`src/rtl/tz_pkg.sv`:
```
// Shared definitions for the clock's push-button front end: button indices and
// the per-channel debounce state encoding.
package tz_pkg;

  localparam int BTN_MODE  = 0;
  localparam int BTN_KOREA = 1;
  localparam int BTN_PARIS = 2;
  localparam int BTN_NY    = 3;
  localparam int BTN_UK    = 4;

  typedef enum logic [1:0] {
    IDLE       = 2'd0,
    PRESS_WAIT = 2'd1,
    HELD       = 2'd2,
    REL_WAIT   = 2'd3
  } btn_state_e;

  // A button counts as "down" once accepted, until the release is accepted.
  function automatic logic is_down_state(input btn_state_e s);
    return (s == HELD) || (s == REL_WAIT);
  endfunction

endpackage

```
`src/rtl/btn_debounce_ch.sv`:
```
// One button channel: 2-flop synchronizer, debounce FSM, press pulse and level.
// Optional long-press pulse is built only when BTN_LONGPRESS_EN is defined.
module btn_debounce_ch
  import tz_pkg::*;
#(
  parameter int DEBOUNCE_CYCLES = 500000,
  parameter int CNT_W           = 20,
  parameter int LONG_CYCLES     = 50000000,
  parameter int LP_W            = 26
) (
  input  logic clk,
  input  logic rst,
  input  logic i_raw,
  output logic o_pulse,
  output logic o_lvl,
  output logic o_lp_pulse
);

  if (DEBOUNCE_CYCLES < 2 || (2 ** CNT_W) <= DEBOUNCE_CYCLES) begin : g_bad_cnt_w
    $error("btn_debounce_ch: DEBOUNCE_CYCLES must be >= 2 and fit in CNT_W bits");
  end
  if (LONG_CYCLES < 1 || (2 ** LP_W) <= LONG_CYCLES) begin : g_bad_lp_w
    $error("btn_debounce_ch: LONG_CYCLES must be >= 1 and fit in LP_W bits");
  end

  localparam logic [CNT_W-1:0] DB_LAST = CNT_W'(DEBOUNCE_CYCLES - 1);

  logic             r_sync1;
  logic             r_sync2;
  btn_state_e       r_state;
  logic [CNT_W-1:0] r_cnt;
  logic             r_pulse;
  logic             r_lvl;
  logic             w_db_done;
  logic             w_to_idle;

  assign w_db_done = (r_cnt == DB_LAST);
  assign w_to_idle = (r_state == REL_WAIT) && !r_sync2 && w_db_done;

  always_ff @(posedge clk or posedge rst) begin
    if (rst) begin
      r_sync1 <= 1'b0;
      r_sync2 <= 1'b0;
    end else begin
      r_sync1 <= i_raw;
      r_sync2 <= r_sync1;
    end
  end

  // The counter restarts on every state change, so each wait state measures
  // an unbroken run of stable synced samples.
  always_ff @(posedge clk or posedge rst) begin
    if (rst) begin
      r_state <= IDLE;
      r_cnt   <= '0;
      r_pulse <= 1'b0;
      r_lvl   <= 1'b0;
    end else begin
      r_pulse <= 1'b0;
      case (r_state)
        IDLE: begin
          if (r_sync2) begin
            r_state <= PRESS_WAIT;
            r_cnt   <= '0;
          end
        end
        PRESS_WAIT: begin
          if (!r_sync2) begin
            r_state <= IDLE;
            r_cnt   <= '0;
          end else if (w_db_done) begin
            r_state <= HELD;
            r_cnt   <= '0;
            r_pulse <= 1'b1;
            r_lvl   <= 1'b1;
          end else begin
            r_cnt <= r_cnt + CNT_W'(1);
          end
        end
        HELD: begin
          if (!r_sync2) begin
            r_state <= REL_WAIT;
            r_cnt   <= '0;
          end
        end
        REL_WAIT: begin
          if (r_sync2) begin
            r_state <= HELD;
            r_cnt   <= '0;
          end else if (w_db_done) begin
            r_state <= IDLE;
            r_cnt   <= '0;
            r_lvl   <= 1'b0;
          end else begin
            r_cnt <= r_cnt + CNT_W'(1);
          end
        end
        default: begin
          r_state <= IDLE;
          r_cnt   <= '0;
        end
      endcase
    end
  end

  assign o_pulse = r_pulse;
  assign o_lvl   = r_lvl;

`ifdef BTN_LONGPRESS_EN
  localparam logic [LP_W-1:0] LP_LAST = LP_W'(LONG_CYCLES);
  localparam logic [LP_W-1:0] LP_PRE  = LP_W'(LONG_CYCLES - 1);

  logic [LP_W-1:0] r_lp_cnt;
  logic            r_lp_pulse;

  // Saturating at LONG_CYCLES limits the pulse to once per press.
  always_ff @(posedge clk or posedge rst) begin
    if (rst) begin
      r_lp_cnt   <= '0;
      r_lp_pulse <= 1'b0;
    end else begin
      r_lp_pulse <= 1'b0;
      if (w_to_idle) begin
        r_lp_cnt <= '0;
      end else if (is_down_state(r_state) && (r_lp_cnt != LP_LAST)) begin
        r_lp_cnt <= r_lp_cnt + LP_W'(1);
        if (r_lp_cnt == LP_PRE) begin
          r_lp_pulse <= 1'b1;
        end
      end
    end
  end

  assign o_lp_pulse = r_lp_pulse;
`else
  assign o_lp_pulse = 1'b0;
`endif

endmodule

```
`src/rtl/btn_pulse_gen.sv`:
```
// Push-button conditioner: N_BTN independent debounce channels.
// Define BTN_LONGPRESS_EN to enable the per-channel long-press pulse.
module btn_pulse_gen
  import tz_pkg::*;
#(
  parameter int N_BTN           = 5,
  parameter int DEBOUNCE_CYCLES = 500000,
  parameter int CNT_W           = 20,
  parameter int LONG_CYCLES     = 50000000,
  parameter int LP_W            = 26
) (
  input  logic             clk,
  input  logic             rst,
  input  logic [N_BTN-1:0] btn_raw,
  output logic [N_BTN-1:0] btn_p,
  output logic [N_BTN-1:0] btn_lvl,
  output logic [N_BTN-1:0] btn_lp_p
);

  for (genvar gi = 0; gi < N_BTN; gi++) begin : g_ch
    btn_debounce_ch #(
      .DEBOUNCE_CYCLES (DEBOUNCE_CYCLES),
      .CNT_W           (CNT_W),
      .LONG_CYCLES     (LONG_CYCLES),
      .LP_W            (LP_W)
    ) u_ch (
      .clk        (clk),
      .rst        (rst),
      .i_raw      (btn_raw[gi]),
      .o_pulse    (btn_p[gi]),
      .o_lvl      (btn_lvl[gi]),
      .o_lp_pulse (btn_lp_p[gi])
    );
  end

endmodule

```
`config.mk`:
```
export PLATFORM = sky130hd
export DESIGN_NAME = btn_pulse_gen
export DESIGN_NICKNAME = d
export VERILOG_FILES = /design/src/rtl/tz_pkg.sv /design/src/rtl/btn_debounce_ch.sv /design/src/rtl/btn_pulse_gen.sv
export SDC_FILE = /design/constraint.sdc
export NUM_CORES = 1
export LEC_CHECK = 0
export ABC_AREA = 1
export BUFFER_PORTS_ARGS = -buffer_cell sky130_fd_sc_hd__buf_2
export CAP_MARGIN = 0
export CELL_PAD_IN_SITES_DETAIL_PLACEMENT = 0
export CELL_PAD_IN_SITES_GLOBAL_PLACEMENT = 2
export CORE_MARGIN = 2
export CORE_UTILIZATION = 35
export DETAILED_ROUTE_END_ITERATION = 8
export HOLD_SLACK_MARGIN = 0.05
export PLACE_DENSITY = 0.74
export SYNTH_ARGS = -nofsm -noshare
export SYNTH_HDL_FRONTEND = slang
export SYNTH_HIERARCHICAL = 1
export SYNTH_SLANG_ARGS = --single-unit
```
`constraint.sdc`:
```
create_clock -name clk -period 3.5 [get_ports clk]
set_clock_uncertainty 0.2 [all_clocks]
set_input_delay 0.7 -clock clk [delete_from_list [all_inputs] [get_ports clk]]
set_output_delay 0.7 -clock clk [all_outputs]
set_load 0.005 [all_outputs]
```
==> impl_metrics.py, run 1 <==
metrics = {
    "outcome": {
        "status": "complete, no violations",
    },
    "worst_setup_path": {
        "crit_type": "flop to flop",
        "cp.arrival_ns": 2.23,
        "start_kind": "flop",
        "slowest_delay_ns": 0.61,
        "cp_cell_sequence": "ha_1 -> nand2_4 -> nor2_8 -> nand3_4 -> o21ai_2 -> o21ai_1",
        "cp_max_fo": 11,
        "worstPathRequired_ns": 3.58,
        "crit_slowest_cell": "o21ai_2",
        "r2r_setup_slack_ns": 1.36,
        "cp-end-kind": "flop",
    },
    "die": {
        "die-area_um2": 25000,
        "initial_core_util_pct": 35.5,
        "die_w_um": 158,
        "core_um2": 23400,
        "io_pins": 22,
        "die_h_um": 158,
        "rows": 56,
    },
    "yosys": {
        "synth_fp_nets": 1106,
        "seq_area_frac_synth_pct": 39.2,
        "ys_ff_latch": 130,
        "synth.cell_area_um2": 8300,
        "synthCells": 1094,
        "yosys_warnings": 6,
        "synthDistinctLibCells": 33,
        "synth_area_per_cell_um2": 7.59,
        "async_flop_share_pct": 100,
        "ys.flop_type": "dfrtp_1",
        "synth-edff-count": 0,
    },
    "clock_network": {
        "cts_buffer_depth": 2,
        "cts-root-buf": "clkbuf_16",
        "cts_buffers": 17,
        "clkSlewWorstSetupHoldPaths_ns": 0.07,
        "post-cts-setup-buffer-count": 0,
        "worst_skew_pair.late_latency_ns": 0.42,
        "h-tree-depth": 4,
        "cts_tree": "done",
        "cts.sinks": 130,
    },
    "flow_run": {
        "cap_violations": 0,
    },
    "finish": {
        "fillers": 2507,
        "layout-drive-gt1-share_pct": 19.7,
        "diodes": 0,
        "finalNetCount": 1132,
        "final_cell_mix": "nand2_1 (381), dfrtp_1 (130), inv_1 (122), nor2_1 (92), nand3_1 (77)",
        "layout.cells.non_filler": 1452,
        "final_common_cell": "nand2_1",
        "syn_to_final_growth_pct": 11.8,
        "utilization_pct": 39.7,
    },
    "timing": {
        "hold_viol_final": 0,
        "fin_ws_ns": 1.36,
        "slew_viol_final": 0,
        "worst_pin_slew_ns": 0.772,
        "tns_ns": 0,
        "period_needed_ns": 2.14,
        "rsz0062_at_grt": "false",
        "max_freq_ghz": 0.466,
        "finalSetupViolCount": 0,
        "slew_headroom_pct": 48.5,
        "period_share_pct": 61.3,
    },
    "grt": {
        "grt_antenna_before_repair": 0,
        "track_usage_pct": 16.4,
        "grt_remaining_overflow": 0,
        "grt_pass1_wl_mm": 32.6,
        "grt_pass1_vias": 6578,
        "grt_max_degree": 27,
    },
    "placement": {
        "port_buffers": 16,
        "dp_hpwl_mm": 13.7,
        "dp.cells": 1419,
        "place_ws_ns": 1.35,
        "gp_congestion": 0.742,
    },
    "routing": {
        "via_per_inst": 4.59,
        "ant_nets": 0,
        "vias": 6666,
        "totalWireLength_mm": 19.0,
        "drt_iter0_drc": 348,
        "wire_per_inst_um": 13.1,
        "drc_errors": 0,
        "dr.pass1.iters": 4,
    },
    "min_path": {
        "hp-class": "flop to flop",
    },
    "power": {
        "leakagePower_nw": 4.42,
        "p_per_area_nw_per_um2": 446,
        "peakVddDrop_mv": 0.223,
    },
}
## metrics by stage
stage	cell area, um2	power (mW)	hold slack [ns]
floorplan	8300	2.26	0.131
global placement	8700	2.42	0.132
detailed placement	8700	2.42	0.136
CTS	9280	4.22	0.151
global route	9280	4.35	0.158
finish	9280	4.14	0.147
## layer usage
layer,track usage [%],vias to the layer above,wire length (um)
li1,-,3488,-
met1,21.8,3114,9480
met2,27.6,56,9020
met3,2.90,8,377
met4,4.12,0,165
met5,0,-,0
## cell usage after synthesis, types with 8 or more instances
| cell type | n | share of area, % |
|---|---|---|
| xor2_1 | 24 | 2.5 |
| o21ai_0 | 27 | 1.6 |
| o22ai_2 | 25 | 3.8 |
| nand3_1 | 77 | 4.6 |
| nor2_4 | 12 | 1.6 |
| nand2_4 | 13 | 1.8 |
| inv_1 | 122 | 5.5 |
| dfrtp_1 | 130 | 39 |
| nand3_4 | 9 | 1.9 |
| nor2_1 | 92 | 4.2 |
| o21ai_2 | 28 | 3.0 |
| nand4_1 | 17 | 1.3 |
| nor2_2 | 30 | 2.3 |
| o21bai_1 | 9 | 0.81 |
| inv_2 | 18 | 0.81 |
| nand2_2 | 16 | 1.2 |
| o21ai_1 | 8 | 0.48 |
| nand2_1 | 381 | 17 |
## cell families after synthesis
group / after synthesis / synth area share [%]
xor+xnor: 25 / 2.64
simple gates: 670 / 38.9
buf+inv: 155 / 7.79
flops: 130 / 39.2
fa+ha+maj: 5 / 0.754
other cells: 5 / 0.226
compound gates: 104 / 10.5
## final timing paths
kind	endpoint	startpoint	cells after the start
worst max-delay path	g_ch[3].u_ch/r_cnt[14]	g_ch[3].u_ch/r_cnt[0]	6
worst min register to register	g_ch[3].u_ch/r_sync2	g_ch[3].u_ch/r_sync1	0
worst min-delay path	g_ch[3].u_ch/r_sync2	g_ch[3].u_ch/r_sync1	0
min in group asynchronous	g_ch[0].u_ch/o_pulse	rst	3
worst max register to register	g_ch[3].u_ch/r_cnt[14]	g_ch[3].u_ch/r_cnt[0]	6
max in group asynchronous	g_ch[0].u_ch/r_cnt[8]	rst	4
## cell type report
type / count / area [um2] / area share (%)
well taps: 319 / 399 / 4.30
multi-input cells: 809 / 4400 / 47.4
repair buffers: 22 / 128 / 1.37
flip-flops and latches: 130 / 3250 / 35.0
inverters: 140 / 526 / 5.66
clock inverters: 12 / 121 / 1.31
clock buffers: 20 / 457 / 4.92
## registers in the layout, indices dropped and copies added, names as in the netlist, named ones only
| register | cells |
|---|---|
| g_ch.u_ch/r_state | 5 |
| g_ch.u_ch/o_pulse | 5 |
| g_ch.u_ch/o_lvl | 5 |
| g_ch.u_ch/r_sync1 | 5 |
| g_ch.u_ch/r_sync2 | 5 |
| g_ch.u_ch/r_cnt | 100 |
## worst max-delay path: cells and delay by family, from the launching register on
| kind | cells | cell delay, ns |
|---|---|---|
| AO/OA/AOI/OAI | 2 | 0.77 |
| flip-flops | 1 | 0.42 |
| AND/OR/NAND/NOR | 3 | 0.37 |
| adder cells (fa/ha/maj) | 1 | 0.25 |
## power breakdown
group / internal (mW) / leakage (nW) / switching [mW]
clock: 1.03 / 0.271 / 0.735
sequential: 1.59 / 1.78 / 0.130
combinational: 0.179 / 2.37 / 0.475
## timing repair
action,CTS,global route
endpoints found under the hold margin,5,0
endpoints found under the setup margin,0,0
resized for setup,0,0
hold buffers,1,0
(Power assumes the default switching activity.)
==> run 2, diff against run 1 <==
--- a/config.mk
+++ b/config.mk
@@ -5,7 +5,7 @@
 export SDC_FILE = /design/constraint.sdc
 export NUM_CORES = 1
 export LEC_CHECK = 0
-export ABC_AREA = 1
+export ABC_AREA = 0
 export BUFFER_PORTS_ARGS = -buffer_cell sky130_fd_sc_hd__buf_2
 export CAP_MARGIN = 0
 export CELL_PAD_IN_SITES_DETAIL_PLACEMENT = 0
@@ -14,7 +14,7 @@
 export CORE_UTILIZATION = 35
 export DETAILED_ROUTE_END_ITERATION = 8
 export HOLD_SLACK_MARGIN = 0.05
-export PLACE_DENSITY = 0.74
+export PLACE_DENSITY = 0.71
 export SYNTH_ARGS = -nofsm -noshare
 export SYNTH_HDL_FRONTEND = slang
 export SYNTH_HIERARCHICAL = 1
==> constraint.sdc (replaced) <==
create_clock -name clk -period 2 [get_ports clk]
set_clock_uncertainty 0.2 [all_clocks]
set_input_delay 0.4 -clock clk [delete_from_list [all_inputs] [get_ports clk]]
set_output_delay 0.4 -clock clk [all_outputs]
set_load 0.005 [all_outputs]
==> run 2 against run 1 <==
The flow now finishes with violations (setup timing). Clock power up 81%. Combinational power down 19%. Wire length up 0.11%. Maximum frequency up 5.5%. Via count down 0.54%. Critical path type unchanged. Highest routed layer unchanged.
==> impl_metrics.py, run 2 <==
metrics = {
    "flow_run": {
        "cap_violations": 0,
    },
    "finish": {
        "syn_to_final_growth_pct": 39.8,
        "largest_reg_flops": 100,
        "final_common_cell": "buf_4",
        "multiInputGateArea_um2": 4010,
        "final_cell_mix": "buf_4 (135), dfrtp_1 (125), nand2_1 (67), a21oi_1 (49), nor2_1 (42)",
        "design_area_um2": 9870,
        "layout-drive-gt1-share_pct": 35.1,
        "layout.cells.non_filler": 1221,
        "finalNetCount": 955,
        "diodes": 0,
        "register_area_um2": 3260,
        "fillers": 1834,
        "regMostFlops": "g_ch.u_ch/r_cnt",
    },
    "placement": {
        "port_buffers": 16,
        "gp_congestion": 0.829,
        "dp.cells": 1160,
        "placed_area_um2": 8340,
        "dp_hpwl_mm": 12.5,
    },
    "worst_setup_path": {
        "crit_type": "flop to flop",
        "r2r_setup_slack_ns": -0.03,
        "start_kind": "flop",
        "cp-end-kind": "flop",
        "cp_max_fo": 2,
        "worstReg2RegEnd": "g_ch[4].u_ch/r_cnt[18]",
        "cp.arrival_ns": 2.19,
        "crit-reg2reg-launch": "g_ch[4].u_ch/r_cnt[1]",
        "worstPathRequired_ns": 2.16,
        "startpoint": "g_ch[4].u_ch/r_cnt[1]",
        "r2r_cells": 5,
    },
    "grt": {
        "grt_pass1_vias": 6569,
        "grt_pass1_wl_mm": 31.7,
        "grt_remaining_overflow": 0,
        "track_usage_pct": 17.9,
        "grt_antenna_before_repair": 0,
        "grt_max_degree": 28,
    },
    "timing": {
        "slew_viol_final": 0,
        "period_needed_ns": 2.03,
        "hold_viol_final": 0,
        "slew_headroom_pct": 38.3,
        "period_share_pct": 102,
        "holdWs_ns": 0.148,
        "finalSetupViolCount": 3,
        "max_freq_ghz": 0.492,
        "worst_pin_slew_ns": 0.923,
        "fin_ws_ns": -0.0325,
        "rsz0062_at_grt": "true",
    },
    "die": {
        "die_w_um": 146,
        "die-area_um2": 21300,
        "core_um2": 19700,
        "initial_core_util_pct": 35.9,
        "rows": 51,
        "die_h_um": 146,
        "io_pins": 22,
    },
    "yosys": {
        "synth.cell_area_um2": 7060,
        "ys_top_cells_by_area": "dfrtp_1 (46%), a21oi_1 (4.3%), a31oi_1 (3.7%)",
        "synth-edff-count": 0,
        "synthCells": 783,
        "seq_area_frac_synth_pct": 46.1,
        "async_flop_share_pct": 100,
        "synth_most_common_cell": "dfrtp_1",
        "synth_top_area_share_pct": 46.1,
        "synth_area_per_cell_um2": 9.02,
        "yosys_warnings": 6,
        "ys_ff_latch": 130,
        "synthDistinctLibCells": 56,
        "synth_top_area_cell": "dfrtp_1",
        "synth_fp_nets": 795,
        "ys.flop_type": "dfrtp_1",
        "synth_commonest_cells": "dfrtp_1 (130), nand2_1 (70), a21oi_1 (61), nor2_1 (51), nand3_1 (47)",
    },
    "min_path": {
        "hp-class": "flop to flop",
        "min_to": "g_ch[4].u_ch/r_sync2",
        "min_path_cells": 0,
        "min_from": "g_ch[4].u_ch/r_sync1",
    },
    "routing": {
        "drc_errors": 0,
        "totalWireLength_mm": 19.1,
        "ant_nets": 0,
        "wire_per_inst_um": 15.6,
        "vias": 6630,
        "dr.pass1.iters": 5,
        "drt_iter0_drc": 337,
        "via_per_inst": 5.43,
    },
    "clock_network": {
        "cts-root-buf": "clkbuf_16",
        "cts_tree": "done",
        "cts_buffers": 17,
        "worst_skew_pair.late_latency_ns": 0.42,
        "clkSlewWorstSetupHoldPaths_ns": 0.06,
        "cts.sinks": 130,
        "h-tree-depth": 4,
        "cts_buffer_depth": 2,
    },
    "power": {
        "netSwitchingFraction_pct": 23.6,
        "p_int_mw": 4.94,
        "p_switching_mw": 1.52,
        "leakagePower_nw": 4.43,
        "peakVddDrop_mv": 0.573,
        "p_seq_share_pct": 42.6,
        "clock_power_share_pct": 49.2,
        "p_per_area_nw_per_um2": 654,
        "totalPowerFinal_mw": 6.46,
        "p_comb_share_pct": 8.2,
    },
    "outcome": {
        "violations": "setup timing",
        "status": "complete, but fails checks",
    },
}
-- run 2: cell types whose count changed after synthesis, moves of 25 or more --
cell and change:
a31oi_1 +42, nand2_1 -311, nand3_1 -30, o21ai_2 -28, nor2_1 -41, nor2_2 -29, o22ai_2 -25, a21oi_1 +60
inv_1 -85
-- run 2: critical path: stages (launching register included) --
cell and delay [ns]:
dfrtp_1 0.36, ha_2 0.19, nand4_1 0.16, or4b_4 0.56, or4_1 0.41, nand3_1 0.08
-- run 2: how the worst max path moves through the flow --
stage,slack [ns],to
CTS,-0.02,g_ch[1].u_ch/r_cnt[13]
global placement,-0.14,g_ch[4].u_ch/r_cnt[8]
finish,-0.03,g_ch[4].u_ch/r_cnt[18]
detailed placement,-0.28,g_ch[4].u_ch/r_cnt[8]
floorplan,0.004,g_ch[0].u_ch/r_cnt[18]
global route,-0.12,g_ch[1].u_ch/r_cnt[11]
-- run 2: cells by family (layout without fill, tap and decap cells) --
group	after synthesis	after routing	share of synthesized area [%]
fa+ha+maj	5	5	0.886
mux	3	3	0.443
xor+xnor	8	8	0.992
other cells	5	5	0.266
buf+inv	79	251	5.03
simple gates	336	336	26.6
compound gates	217	218	19.8
flops	130	130	46.1
-- run 2: power groups by stage --
stage          Sequential (mW)  Clock [mW]  Combinational [mW]
2_1_floorplan             2.80           0               0.243
3_3_place_gp              2.79           0               0.436
3_5_place_dp              2.79           0               0.448
4_1_cts                   2.75        3.26               0.499
5_1_grt                   2.76        3.39               0.588
6_report                  2.75        3.18               0.529
-- run 2: area by class of cell --
class | instances | area share [%]
clock buffer | 21 | 4.66
clock inverter | 11 | 1.37
inverter | 37 | 1.41
multi-input combinational | 575 | 40.6
sequential | 130 | 33.0
tap | 265 | 3.36
timing repair buffer | 182 | 15.5
-- run 2: what timing repair did --
| item | in CTS | in global routing |
|---|---|---|
| pin swaps | 24 | 61 |
| hold buffers | 6 | 0 |
| gates resized for setup | 26 | 117 |
| buffers inserted | 4 | 14 |
| hold endpoints to repair | 135 | 0 |
| setup endpoints to repair | 64 | 70 |
| cloned | 4 | 1 |
-- run 2: layer usage --
layer	vias up	GRT usage, %	part of all wire, %
met4	0	6.41	1.3
met2	85	31.6	51
met3	19	3.34	2.1
met5	-	0	0
li1	3221	-	-
met1	3305	21.9	46
-- run 2: stage by stage --
stage	worst slack, ns	TNS, ns	util [%]
floorplan	0.00443	0	-
global placement	-0.143	-2.14	42.4
detailed placement	-0.279	-4.43	42.4
CTS	-0.0249	-0.103	47.0
global route	-0.120	-1.85	50.2
finish	-0.0325	-0.0696	50.2
